`src/rtl/string_frame_scheduler_pkg.sv`:
```
// Shared types and helpers for the string-group frame scheduler.
package string_sched_pkg;

    localparam int unsigned PIXEL_WIDTH = 24;

    // One LED pixel as it sits in the FIFO (GRB wire order).
    typedef struct packed {
        logic [7:0] g;
        logic [7:0] r;
        logic [7:0] b;
    } pixel_t;

    typedef enum logic [1:0] {
        IDLE  = 2'd0,
        BURST = 2'd1,
        GAP   = 2'd2
    } state_e;

    // Round-robin search start: client 0 after reset, else the one after the last winner.
    function automatic int unsigned rr_start_idx(input int unsigned last_idx,
                                                 input logic        has_last,
                                                 input int unsigned n_clients);
        if (!has_last) begin
            return 0;
        end
        return (last_idx + 1) % n_clients;
    endfunction

endpackage

```
`src/rtl/string_frame_scheduler_if.sv`:
```
// FIFO-side and client-side signals of the string-group frame scheduler.
// master: the scheduler; slave: FIFO plus string-group wrappers.
interface string_frame_scheduler_if
    import string_sched_pkg::*;
#(
    parameter int unsigned N_CLIENTS = 4
);
    logic                 src_valid;
    pixel_t               src_data;
    logic                 src_pop;
    logic [N_CLIENTS-1:0] req;
    logic [N_CLIENTS-1:0] pix_ready;
    logic [N_CLIENTS-1:0] grant;
    logic                 pix_valid;
    pixel_t               pix_data;
    logic                 burst_done;
    logic                 underrun;

    modport master (
        input  src_valid, src_data, req, pix_ready,
        output src_pop, grant, pix_valid, pix_data, burst_done, underrun
    );

    modport slave (
        output src_valid, src_data, req, pix_ready,
        input  src_pop, grant, pix_valid, pix_data, burst_done, underrun
    );
endinterface

```
`src/rtl/string_frame_scheduler_rr_arbiter.sv`:
```
// Combinational N-way round-robin picker; masked requests never win.
module rr_arbiter #(
    parameter int unsigned N = 4
) (
    input  logic [N-1:0]         req_i,
    input  logic [N-1:0]         mask_i,
    input  logic [$clog2(N)-1:0] ptr_i,
    output logic [N-1:0]         winner_c_o,
    output logic [$clog2(N)-1:0] idx_c_o,
    output logic                 any_c_o
);
    localparam int unsigned IDX_W = $clog2(N);

    logic [IDX_W-1:0] k_c;

    // Walk the clients starting at ptr_i and take the first eligible one.
    always_comb begin
        winner_c_o = '0;
        idx_c_o    = '0;
        any_c_o    = 1'b0;
        k_c        = '0;
        for (int unsigned i = 0; i < N; i++) begin
            k_c = IDX_W'((32'(ptr_i) + i) % N);
            if (!any_c_o && req_i[k_c] && !mask_i[k_c]) begin
                winner_c_o[k_c] = 1'b1;
                idx_c_o         = k_c;
                any_c_o         = 1'b1;
            end
        end
    end

endmodule

```
`src/rtl/string_frame_scheduler.sv`:
```
// Shares one FWFT pixel FIFO among N string groups: round-robin fixed-length
// bursts separated by a guard gap, with empty-FIFO abort.
// Optional feature: FRAME_TIMER_EN limits each client to one burst per frame window.
module string_frame_scheduler
    import string_sched_pkg::*;
#(
    parameter int unsigned N_CLIENTS    = 4,
    parameter int unsigned BURST_LEN    = 150,
    parameter int unsigned GAP_CYCLES   = 8,
    parameter int unsigned STALL_LIMIT  = 64
`ifdef FRAME_TIMER_EN
    ,
    parameter int unsigned FRAME_PERIOD = 20000
`endif
) (
    input  logic                     clk,
    input  logic                     reset,
    string_frame_scheduler_if.master bus
);
    localparam int unsigned IDX_W   = $clog2(N_CLIENTS);
    localparam int unsigned BC_W    = $clog2(BURST_LEN + 1);
    localparam int unsigned GAP_W   = $clog2(GAP_CYCLES + 1);
    localparam int unsigned STALL_W = $clog2(STALL_LIMIT + 1);

    state_e               state_q, state_d;
    logic [N_CLIENTS-1:0] grant_q, grant_d;
    logic [IDX_W-1:0]     last_q, last_d;
    logic                 has_last_q, has_last_d;
    logic [BC_W-1:0]      burst_cnt_q, burst_cnt_d;
    logic [GAP_W-1:0]     gap_cnt_q, gap_cnt_d;
    logic [STALL_W-1:0]   stall_cnt_q, stall_cnt_d;
    logic                 burst_done_q, burst_done_d;
    logic                 underrun_q, underrun_d;

    logic [N_CLIENTS-1:0] mask_c;
    logic [N_CLIENTS-1:0] arb_winner_c;
    logic [IDX_W-1:0]     arb_idx_c;
    logic                 arb_any_c;
    logic [IDX_W-1:0]     start_c;
    logic                 in_burst_c;
    logic                 xfer_c;

    assign start_c    = IDX_W'(rr_start_idx(32'(last_q), has_last_q, N_CLIENTS));
    assign in_burst_c = (state_q == BURST) && !reset;
    assign xfer_c     = in_burst_c && bus.src_valid && (|(bus.pix_ready & grant_q));

    // FIFO head passes straight through to the granted client.
    assign bus.pix_valid  = in_burst_c && bus.src_valid;
    assign bus.pix_data   = bus.src_data;
    assign bus.src_pop    = xfer_c;
    assign bus.grant      = grant_q;
    assign bus.burst_done = burst_done_q;
    assign bus.underrun   = underrun_q;

    rr_arbiter #(
        .N (N_CLIENTS)
    ) u_arb (
        .req_i      (bus.req),
        .mask_i     (mask_c),
        .ptr_i      (start_c),
        .winner_c_o (arb_winner_c),
        .idx_c_o    (arb_idx_c),
        .any_c_o    (arb_any_c)
    );

`ifdef FRAME_TIMER_EN
    localparam int unsigned FRAME_W = (FRAME_PERIOD > 1) ? $clog2(FRAME_PERIOD) : 1;

    logic [FRAME_W-1:0]   frame_q;
    logic [N_CLIENTS-1:0] served_q;
    logic                 wrap_c;

    assign wrap_c = (frame_q == FRAME_W'(FRAME_PERIOD - 1));
    assign mask_c = served_q;

    // Free-running window timer; a client is marked served when its burst ends or aborts.
    always_ff @(posedge clk) begin
        if (reset) begin
            frame_q  <= '0;
            served_q <= '0;
        end else begin
            frame_q  <= wrap_c ? '0 : frame_q + FRAME_W'(1);
            served_q <= (wrap_c ? '0 : served_q)
                      | ((burst_done_d || underrun_d) ? grant_q : '0);
        end
    end
`else
    assign mask_c = '0;
`endif

    // State and counter registers.
    always_ff @(posedge clk) begin
        if (reset) begin
            state_q      <= IDLE;
            grant_q      <= '0;
            last_q       <= '0;
            has_last_q   <= 1'b0;
            burst_cnt_q  <= '0;
            gap_cnt_q    <= '0;
            stall_cnt_q  <= '0;
            burst_done_q <= 1'b0;
            underrun_q   <= 1'b0;
        end else begin
            state_q      <= state_d;
            grant_q      <= grant_d;
            last_q       <= last_d;
            has_last_q   <= has_last_d;
            burst_cnt_q  <= burst_cnt_d;
            gap_cnt_q    <= gap_cnt_d;
            stall_cnt_q  <= stall_cnt_d;
            burst_done_q <= burst_done_d;
            underrun_q   <= underrun_d;
        end
    end

    // Next-state: arbitrate in IDLE, count pixels and stalls in BURST, wait out the guard gap.
    always_comb begin
        state_d      = state_q;
        grant_d      = grant_q;
        last_d       = last_q;
        has_last_d   = has_last_q;
        burst_cnt_d  = burst_cnt_q;
        gap_cnt_d    = gap_cnt_q;
        stall_cnt_d  = stall_cnt_q;
        burst_done_d = 1'b0;
        underrun_d   = 1'b0;

        unique case (state_q)
            IDLE: begin
                gap_cnt_d   = '0;
                stall_cnt_d = '0;
                if (arb_any_c) begin
                    grant_d     = arb_winner_c;
                    last_d      = arb_idx_c;
                    has_last_d  = 1'b1;
                    burst_cnt_d = BC_W'(BURST_LEN);
                    state_d     = BURST;
                end
            end

            BURST: begin
                if (xfer_c && (burst_cnt_q != '0)) begin
                    burst_cnt_d = burst_cnt_q - BC_W'(1);
                end
                if (bus.src_valid) begin
                    stall_cnt_d = '0;
                end else if (stall_cnt_q != STALL_W'(STALL_LIMIT)) begin
                    stall_cnt_d = stall_cnt_q + STALL_W'(1);
                end

                if (xfer_c && (burst_cnt_q == BC_W'(1))) begin
                    grant_d      = '0;
                    burst_done_d = 1'b1;
                    gap_cnt_d    = '0;
                    state_d      = GAP;
                end else if (!bus.src_valid && (stall_cnt_q >= STALL_W'(STALL_LIMIT - 1))) begin
                    grant_d    = '0;
                    underrun_d = 1'b1;
                    gap_cnt_d  = '0;
                    state_d    = GAP;
                end
            end

            GAP: begin
                stall_cnt_d = '0;
                if (gap_cnt_q != GAP_W'(GAP_CYCLES)) begin
                    gap_cnt_d = gap_cnt_q + GAP_W'(1);
                end
                if (gap_cnt_q >= GAP_W'(GAP_CYCLES - 1)) begin
                    state_d = IDLE;
                end
            end

            default: begin
                grant_d = '0;
                state_d = IDLE;
            end
        endcase
    end

endmodule

```
`src/flat_wrapper.sv`:
```
// flat-port wrapper written by rule: the top's interface ports become plain ports
module string_frame_scheduler_flat import string_sched_pkg::*;
#(
    parameter int unsigned N_CLIENTS    = 4,
    parameter int unsigned BURST_LEN    = 150,
    parameter int unsigned GAP_CYCLES   = 8,
    parameter int unsigned STALL_LIMIT  = 64

)
  (clk, reset, bus_src_valid, bus_src_data, bus_req, bus_pix_ready, bus_src_pop, bus_grant, bus_pix_valid, bus_pix_data, bus_burst_done, bus_underrun);
  string_frame_scheduler_if #(.N_CLIENTS(N_CLIENTS)) bus_i ();
  input  logic clk;
  input  logic reset;
  input wire logic [$bits(bus_i.src_valid)-1:0] bus_src_valid;
  input wire logic [$bits(bus_i.src_data)-1:0] bus_src_data;
  input wire logic [$bits(bus_i.req)-1:0] bus_req;
  input wire logic [$bits(bus_i.pix_ready)-1:0] bus_pix_ready;
  output wire logic [$bits(bus_i.src_pop)-1:0] bus_src_pop;
  output wire logic [$bits(bus_i.grant)-1:0] bus_grant;
  output wire logic [$bits(bus_i.pix_valid)-1:0] bus_pix_valid;
  output wire logic [$bits(bus_i.pix_data)-1:0] bus_pix_data;
  output wire logic [$bits(bus_i.burst_done)-1:0] bus_burst_done;
  output wire logic [$bits(bus_i.underrun)-1:0] bus_underrun;
  assign bus_i.src_valid = bus_src_valid;
  assign bus_i.src_data = bus_src_data;
  assign bus_i.req = bus_req;
  assign bus_i.pix_ready = bus_pix_ready;
  assign bus_src_pop = bus_i.src_pop;
  assign bus_grant = bus_i.grant;
  assign bus_pix_valid = bus_i.pix_valid;
  assign bus_pix_data = bus_i.pix_data;
  assign bus_burst_done = bus_i.burst_done;
  assign bus_underrun = bus_i.underrun;
  string_frame_scheduler #(.N_CLIENTS(N_CLIENTS), .BURST_LEN(BURST_LEN), .GAP_CYCLES(GAP_CYCLES), .STALL_LIMIT(STALL_LIMIT)) u_core (.clk(clk), .reset(reset), .bus(bus_i));
endmodule
```
`config.mk`:
```
export PLATFORM = sky130hd
export DESIGN_NAME = string_frame_scheduler_flat
export DESIGN_NICKNAME = d
export VERILOG_FILES = /design/src/rtl/string_frame_scheduler_pkg.sv /design/src/rtl/string_frame_scheduler_if.sv /design/src/rtl/string_frame_scheduler_rr_arbiter.sv /design/src/rtl/string_frame_scheduler.sv /design/src/flat_wrapper.sv
export SDC_FILE = /design/constraint.sdc
export NUM_CORES = 1
export LEC_CHECK = 0
export ABC_AREA = 1
export BUFFER_PORTS_ARGS = -buffer_cell sky130_fd_sc_hd__buf_2
export CORE_ASPECT_RATIO = 1.2
export CORE_UTILIZATION = 36
export DETAILED_ROUTE_END_ITERATION = 10
export SLEW_MARGIN = 20
export SYNTH_ARGS = -nofsm -noshare
export SYNTH_HDL_FRONTEND = slang
export SYNTH_HIERARCHICAL = 1
export SYNTH_SLANG_ARGS = --single-unit
```
`constraint.sdc`:
```
create_clock -name clk -period 4.7 [get_ports clk]
set_input_delay 0.47 -clock clk [delete_from_list [all_inputs] [get_ports clk]]
set_output_delay 0.47 -clock clk [all_outputs]
set_load 0.1 [all_outputs]
```
==> metrics.cfg, run 1 <==
[status]
status=completed

[setup_path]
cpMostUsedCell=inv_1
path_depth=13
ff2ff_path_depth=13
cp_cell_sequence=inv_1 -> nor2_1 -> inv_2 -> ha_1 -> inv_1 -> nand3_1 -> nand2_4 -> nor2_4 -> nand4_1 -> nand2_1 -> nand2_2 -> o21ai_1 -> a21oi_1
worstPathRequired_ns=4.86
critPathKind=reg2reg
path_max_fanout=13
r2r-end=u_core/burst_cnt_q[4]
reg2reg_from=u_core/has_last_q
worst-path-buf-inv=3
worst_path_dominant_cell_family=simple AND/OR/NAND/NOR gates
critical-path-slowest-cell=nor2_1
cp.arrival_ns=3.31
worstSetupStartpointType=register
critPathMaxStageDelay_ns=0.58
end_kind=register
reg2reg_slack_ns=1.54

[hold_path]
hp-class=reg2reg
holdPathStages=2
whs_endpoint=u_core/stall_cnt_q[2]
min_from=u_core/stall_cnt_q[2]

[detailed_routing]
initialDrtViolationCount=101
dr_total_vias=2137
ant_nets=0
m1WireLength_um=2220
wl_met2_um=2310
wl_um=4880
highest_layer=met4
met3WireLength_um=232
via_per_inst=4.78
wl_per_cell_um=10.9
drc=0
drt-pass1-iter-count=4

[sta]
maxSlewViolCount=0
fmax_mhz=316
rsz0062_at_grt=no
fin_worst_skew_ns=0.00741
slew_headroom_pct=49.3
final-hold-violation-count=0
finalCritPeriodShare_pct=67.2
final-setup-viol-count=0
fin_ws_ns=1.54
tightest_slew_ns=0.758
tns_ns=0
fin_crit_ns=3.16

[global_route]
grt_first_pass_wirelength_um=8310
grt.overflow.total=0
grt_antenna_before_repair=0
track_usage_pct=15.5
grt_max_degree=14
grt_pass1_vias=1929

[synthesis]
ys_ff_latch=30
syn_inst=367
synth_area_per_cell_um2=6.39
netlist_area_um2=2340
synth_cell_types=30
yosysSeqAreaShare_pct=25.6
yosys_warnings=6

[die]
die_w_um=75.7
dieArea_um2=6840
core_area_um2=6170
rows=31
ios=67
die_h_um=90.4
start_util_pct=38.0

[place]
io_buffers=18
pre_cts_slack_ns=1.55
gp_congestion=0.940
dp_hpwl_um=3740

[clock_tree]
cts_made_buffers=5
cts_resized=0
cts.path.max_buffers=2
cts_tree=done
h-tree-depth=2
cts_root_buf=clkbuf_8
insertion_delay_ns=0.28
postCtsSetupBuffers=0
clkTransAtPathRegs_ns=0.07
hold_buffers=0
cts.sinks=30

[power]
p_leak_nw=1.12
switching_share_pct=53.4
power_switching_uw=875
p_comb_share_pct=63.8
vdd_drop_max_mv=0.271
power_frac_seq_pct=23.8
powerDensity_nw_per_um2=679
p_int_uw=765
clkPwrFrac_pct=12.4
total_power_mw=1.64

[finish]
seqCellArea_um2=601
fillerInstances=659
multi_input_comb_area_um2=1370
final_cell_mix=nand2_1, nand3_1, nor2_1
final_common_cell=nand2_1
final_net_count=416
area_growth_pct=3.04
antenna_cells=0
drive_gt1_share_pct=12.9

[job]
drv_cap=0

layer usage:
metal  up-vias  track usage, %
met4         0            7.10
met2        49            25.1
li1       1135               -
met1       941            19.1
met5         -               0
met3        12            3.35
per-stage QoR:
stage	cell area (um2)	cells	util [%]	hold WS, ns
after CTS	2410	447	39.2	0.487
after detailed placement	2330	441	37.8	0.478
final	2410	447	39.2	0.484
after global routing	2410	447	39.2	0.507
after global placement	2330	441	37.8	0.470
after floorplan	2350	370	-	0.448
power by group through the flow:
| stage | Combinational [mW] | Sequential (mW) | Clock (mW) |
|---|---|---|---|
| after detailed placement | 1.04 | 0.396 | 0 |
| after global placement | 1.04 | 0.395 | 0 |
| after global routing | 1.19 | 0.401 | 0.224 |
| after CTS | 1.05 | 0.391 | 0.211 |
| final | 1.05 | 0.391 | 0.204 |
| after floorplan | 0.918 | 0.451 | 0 |
synth_stat cells (all sizes together):
cell | number | area [um2]
o21a | 1 | 7.51
conb | 1 | 3.75
a22oi | 1 | 7.51
xnor2 | 3 | 26.3
nor3 | 2 | 10.0
or2 | 4 | 25.0
nand4 | 9 | 56.3
o31ai | 1 | 7.51
nor3b | 1 | 7.51
ha | 15 | 188
a21oi | 17 | 85.1
xor2 | 2 | 17.5
buf | 27 | 208
nor2 | 49 | 196
nand3 | 54 | 290
o21ai | 10 | 53.8
nand2 | 92 | 373
inv | 46 | 173
dfxtp | 30 | 601
clkbuf | 2 | 7.51
logic make-up (layout without fill, tap and decap cells):
kind of cell	after synthesis	after routing	synth area share (%)
fa+ha+maj	15	15	8.01
simple gates	211	211	40.9
xor+xnor	5	5	1.87
flops	30	30	25.6
other cells	1	4	0.160
compound gates	30	30	6.89
buf+inv	75	70	16.6
state kept, by name, summed over array words and instances (netlist names):
name / count
u_core/has_last_q: 1
u_core/gap_cnt_q: 4
u_core/burst_cnt_q: 8
u_core/bus.burst_done: 1
u_core/bus.underrun: 1
u_core/bus.grant: 4
u_core/stall_cnt_q: 7
u_core/last_q: 2
u_core/state_q: 2
how the worst max path moves through the flow:
stage,startpoint,end
after floorplan,u_core/last_q[0],u_core/bus.grant[0]
after global placement,u_core/last_q[0],u_core/burst_cnt_q[4]
after detailed placement,u_core/has_last_q,u_core/burst_cnt_q[4]
after CTS,u_core/has_last_q,u_core/burst_cnt_q[4]
after global routing,u_core/last_q[0],u_core/burst_cnt_q[1]
final,u_core/has_last_q,u_core/burst_cnt_q[4]
layout make-up:
class                      count  share of cell area (%)
sequential                    30                    24.9
tap                           82                    4.25
multi-input combinational    265                    56.6
inverter                      46                    7.15
timing repair buffer          18                    3.73
clock buffer                   6                    3.42
worst reg2reg max path, cell delays in order (launching register included):
cell,delay (ns)
dfxtp_1,0.31
inv_1,0.05
nor2_1,0.58
inv_2,0.25
ha_1,0.39
inv_1,0.08
nand3_1,0.13
nand2_4,0.10
nor2_4,0.24
nand4_1,0.16
nand2_1,0.36
nand2_2,0.20
o21ai_1,0.13
a21oi_1,0.07
No activity file was read; power rests on OpenSTA's default activity.
==> inputs of run 2 (changes only) <==
clock period = 2.55 ns   (was 4.7 ns; I/O delays follow)
==> metrics.cfg, run 2 (synthesis gave the netlist of run 1 again) <==
[status]
status=completed

[sta]
final-hold-violation-count=0  ; unchanged
fin_crit_ns=2.29  ; -0.870 ns
maxSlewViolCount=0  ; unchanged
tns_ns=0  ; unchanged
fmax_mhz=437  ; +38%
rsz0062_at_grt=no
slew_headroom_pct=63.5  ; +14 points
fin_worst_skew_ns=0.00959  ; +0.00219 ns
tightest_slew_ns=0.541  ; -0.217 ns
final-setup-viol-count=0  ; unchanged
finalCritPeriodShare_pct=89.8  ; +23 points

[power]
total_power_mw=3.24  ; +98%
p_int_mw=1.58  ; +110%
switching_share_pct=51.3  ; -2.1 points
p_comb_share_pct=62.6  ; -1.2 points
power_frac_seq_pct=22.3  ; -1.5 points
vdd_drop_max_mv=0.560  ; +110%
power_switching_mw=1.66  ; +90%
p_leak_nw=1.16  ; +3.1%
powerDensity_nw_per_um2=1310  ; +92%
clkPwrFrac_pct=15.1  ; +2.7 points

[detailed_routing]
drc=0  ; unchanged
initialDrtViolationCount=141  ; +40%
wl_um=4980  ; +2.1%
ant_nets=0  ; unchanged
via_per_inst=4.84  ; +1.2%
drt-pass1-iter-count=4  ; unchanged
wl_per_cell_um=11.0  ; +0.96%
dr_total_vias=2186  ; +2.3%

[setup_path]
path_max_fanout=8  ; -5
end_kind=register
critPathMaxStageDelay_ns=0.35  ; -0.23 ns
worst-path-buf-inv=3  ; unchanged
cp_cell_sequence=xnor2_1 -> nor2_1 -> inv_1 -> ha_1 -> inv_1 -> nand3_1 -> nand2_4 -> nor2_4 -> nand4_1 -> nand2_2 -> buf_4 -> nand3_1 -> a21oi_1
cp.arrival_ns=2.49  ; -0.82 ns
worstSetupStartpointType=register
worst_path_dominant_cell_family=simple AND/OR/NAND/NOR gates
critPathKind=reg2reg
critical-path-slowest-cell=ha_1
worstPathRequired_ns=2.75  ; -2.11 ns

[place]
place_area_um2=2360  ; +1.3%
io_buffers=18  ; unchanged
dp_hpwl_um=3730  ; -0.27%
gp_congestion=0.881  ; -6.3%

[global_route]
track_usage_pct=15.6  ; +0.14 points
grt_antenna_before_repair=0  ; unchanged
grt.overflow.total=0  ; unchanged
grt_max_degree=14  ; unchanged
grt_pass1_vias=1960  ; +1.6%
grt_first_pass_wirelength_um=8380  ; +0.75%

[clock_tree]
cts.sinks=30  ; unchanged
postCtsSetupBuffers=0  ; unchanged
h-tree-depth=2  ; unchanged
cts_made_buffers=5  ; unchanged
insertion_delay_ns=0.28  ; about the same
cts.path.max_buffers=2  ; unchanged
cts_root_buf=clkbuf_8
cts_tree=done
clkTransAtPathRegs_ns=0.06  ; about the same

[finish]
multi_input_comb_area_um2=1370  ; +0.46%
largest-register=u_core/burst_cnt_q
fillerInstances=647  ; -1.8%
finish.instance_area_um2=2480  ; +2.7%
final_cell_mix=nand2_1, nand3_1, nor2_1
final_common_cell=nand2_1
reg_top3=u_core/burst_cnt_q (8), u_core/stall_cnt_q (7)
area_growth_pct=5.87
final_net_count=420  ; +0.96%
drive_gt1_share_pct=14.6  ; +1.7 points
antenna_cells=0  ; unchanged
finish.utilization_pct=40.2  ; +1.1 points
largest_register_ffs=8  ; unchanged
seqCellArea_um2=601  ; unchanged

[die]
rows=31  ; unchanged
ios=67  ; unchanged
dieArea_um2=6840  ; unchanged
core_area_um2=6170  ; unchanged
die_h_um=90.4  ; unchanged
start_util_pct=38.0  ; unchanged
die_w_um=75.7  ; unchanged

[hold_path]
hp-class=in2reg

[job]
drv_cap=0  ; unchanged

[run 2: cell types whose count changed in the layout (fill, tap and decap cells not counted), sizes merged]
cell / change
buf: +4
bufinv: +1
[run 2: power by group through the flow]
stage | clock network, mW | registers [mW] | logic, mW
6_report | 0.489 | 0.723 | 2.03
5_1_grt | 0.519 | 0.743 | 2.31
4_1_cts | 0.503 | 0.721 | 2.02
3_5_place_dp | 0 | 0.731 | 2.01
3_3_place_gp | 0 | 0.728 | 2.00
2_1_floorplan | 0 | 0.832 | 1.69
[run 2: layer usage]
layer  GRT usage [%]  share of wire, %
met3            3.68               5.8
met5               0                 0
met2            25.4                48
met4            5.56               1.6
met1            19.7                45
[run 2: final cells by class]
type | instances | area share, %
Multi-Input combinational cell | 265 | 55.3
Sequential cell | 30 | 24.2
Inverter | 46 | 6.96
Timing Repair Buffer | 22 | 4.84
Tap cell | 82 | 4.14
Clock buffer | 6 | 3.33
Clock inverter | 1 | 1.21
[run 2: stage by stage]
stage	hold slack, ns	cells	setup slack [ns]
2_1_floorplan	0.324	370	0.00798
3_3_place_gp	0.470	445	0.270
3_5_place_dp	0.469	445	0.227
4_1_cts	0.303	452	0.209
5_1_grt	0.323	452	0.00486
6_report	0.306	452	0.260
[run 2: final timing paths]
check	startpoint	end	slack, ns	cells past startpoint
setup / recovery	u_core/last_q[0]	u_core/burst_cnt_q[7]	0.26	13
hold reg to reg	u_core/stall_cnt_q[2]	u_core/stall_cnt_q[2]	0.48	2
hold / removal	bus_src_valid	u_core/bus.underrun	0.31	4
setup reg to reg	u_core/last_q[0]	u_core/burst_cnt_q[7]	0.26	13
[run 2: what timing repair did]
item,in CTS,in global routing
hold buffers,0,0
setup endpoints to repair,0,7
resized for setup,0,2
endpoints found under the hold margin,0,0
[run 2: tightest hold or removal path, cell delays in order]
cell and delay, ns:
buf_2 0.09, inv_1 0.06, nand2_1 0.10, nor2_1 0.05
==> inputs of run 3 (changes only) <==
CORE_UTILIZATION = 30   (was 36)
==> metrics.cfg, run 3 (synthesis gave the netlist of run 1 again) <==
[clock_tree]
insertion_delay_ns=0.29  ; about the same
hold_buffers=0  ; unchanged
clkTransAtPathRegs_ns=0.07  ; about the same
cts_tree=done
cts.path.max_buffers=2  ; unchanged
postCtsSetupBuffers=0  ; unchanged
cts.sinks=30  ; unchanged
h-tree-depth=2  ; unchanged
cts_root_buf=clkbuf_8
cts_made_buffers=5  ; unchanged
cts_resized=0  ; unchanged

[global_route]
grt_antenna_before_repair=0  ; unchanged
track_usage_pct=13.4  ; -2.3 points
grt_pass1_vias=2087  ; +6.5%
grt_first_pass_wirelength_um=8630  ; +3.0%
grt_max_degree=14  ; unchanged
grt.overflow.total=0  ; unchanged

[place]
io_buffers=18  ; unchanged
pre_cts_slack_ns=0.229  ; +0.00218 ns
dp_hpwl_um=3740  ; +0.30%
gp_congestion=0.901  ; +2.3%

[sta]
tns_ns=0  ; unchanged
tightest_slew_ns=0.534  ; -0.00752 ns
fin_crit_ns=2.30  ; +0.00950 ns
fin_ws_ns=0.250  ; -0.00950 ns
finalCritPeriodShare_pct=90.2  ; +0.37 points
slew_headroom_pct=64.0  ; +0.51 points
holdWs_ns=0.328  ; +0.0221 ns
final-hold-violation-count=0  ; unchanged
final-setup-viol-count=0  ; unchanged
maxSlewViolCount=0  ; unchanged
rsz0062_at_grt=no
fmax_mhz=435  ; -0.41%
fin_worst_skew_ns=0.00790  ; -0.00169 ns

[finish]
antenna_cells=0  ; unchanged
final_common_cell=nand2_1
drive_gt1_share_pct=14.3  ; -0.31 points
final_cell_mix=nand2_1, nand3_1, nor2_1
area_growth_pct=5.29
reg_top3=u_core/burst_cnt_q (8), u_core/stall_cnt_q (7)
largest_register_ffs=8  ; unchanged
finish.utilization_pct=33.3  ; -6.9 points
largest-register=u_core/burst_cnt_q
final_net_count=420  ; unchanged

[setup_path]
critPathKind=reg2reg
end_kind=register
worstPathRequired_ns=2.78  ; +0.03 ns
path_max_fanout=8  ; unchanged
worstSetupStartpointType=register
cp.arrival_ns=2.53  ; +0.04 ns

[detailed_routing]
dr_total_vias=2182  ; -0.18%
ant_nets=0  ; unchanged
drc=0  ; unchanged
wl_per_cell_um=10.6  ; -4.0%
initialDrtViolationCount=126  ; -11%
drt-pass1-iter-count=4  ; unchanged
wl_um=4880  ; -2.1%
via_per_inst=4.73  ; -2.1%

[die]
die_w_um=82.7  ; +9.3%
ios=67  ; unchanged
core_area_um2=7400  ; +20%
dieArea_um2=8170  ; +19%
rows=34  ; +9.7%
start_util_pct=31.7  ; -6.3 points
die_h_um=98.8  ; +9.3%

[power]
power_frac_seq_pct=23.0  ; +0.7 points
switching_share_pct=52.8  ; +1.5 points
power_switching_mw=1.65  ; -0.61%
p_leak_nw=1.15  ; -0.95%
vdd_drop_max_mv=0.488  ; -13%
total_power_mw=3.13  ; -3.4%
p_comb_share_pct=64.0  ; +1.4 points
powerDensity_nw_per_um2=1270  ; -2.9%
p_int_mw=1.48  ; -6.4%
clkPwrFrac_pct=13.0  ; -2.1 points

[status]
status=completed

[hold_path]
hp-class=in2reg

[job]
drv_cap=0  ; unchanged

==> run 3: worst paths after layout <==
path	start	to	slack [ns]	cells past startpoint
worst max-delay path	u_core/last_q[0]	u_core/bus.grant[2]	0.25	15
worst min-delay path	reset	u_core/burst_cnt_q[3]	0.33	2
worst max register to register	u_core/last_q[0]	u_core/bus.grant[2]	0.25	15
worst min register to register	u_core/stall_cnt_q[2]	u_core/stall_cnt_q[2]	0.48	2
==> run 3: stage by stage <==
| step | instances | cell area (um2) |
|---|---|---|
| final | 461 | 2470 |
| after global routing | 461 | 2470 |
| after CTS | 461 | 2470 |
| after detailed placement | 453 | 2370 |
| after global placement | 453 | 2370 |
| after floorplan | 370 | 2350 |
==> run 3: metal layers <==
metal	wire length [um]	vias up	global-route usage [%]
met1	2200	977	16.0
met2	2300	50	22.8
li1	-	1146	-
met4	80	0	4.91
met5	0	-	0
met3	300	9	2.96
==> run 3: cell type report <==
type	count	area, um2
Timing Repair Buffer	22	120
Inverter	46	173
Clock inverter	2	12.5
Clock buffer	6	82.6
Sequential cell	30	601
Tap cell	90	113
Multi-Input combinational cell	265	1370
Fill cell	827	4930
==> run 3: worst max-delay path, cell delays in order, from the launching register on <==
cell	delay, ns
dfxtp_1	0.33
xnor2_1	0.12
nor2_1	0.14
inv_1	0.16
ha_1	0.33
inv_1	0.10
nand3_1	0.12
nand2_4	0.11
nor2_4	0.04
nand4_1	0.09
inv_1	0.07
o21ai_1	0.34
nand2_2	0.09
inv_2	0.09
nor2_1	0.04
nor2_1	0.08
==> run 3: power by group through the flow <==
stage	Combinational, mW	Clock [mW]	Sequential (mW)
5_1_grt	2.28	0.439	0.741
4_1_cts	2.01	0.426	0.719
3_3_place_gp	2.01	0	0.726
6_report	2.01	0.407	0.719
3_5_place_dp	2.00	0	0.729
2_1_floorplan	1.69	0	0.832
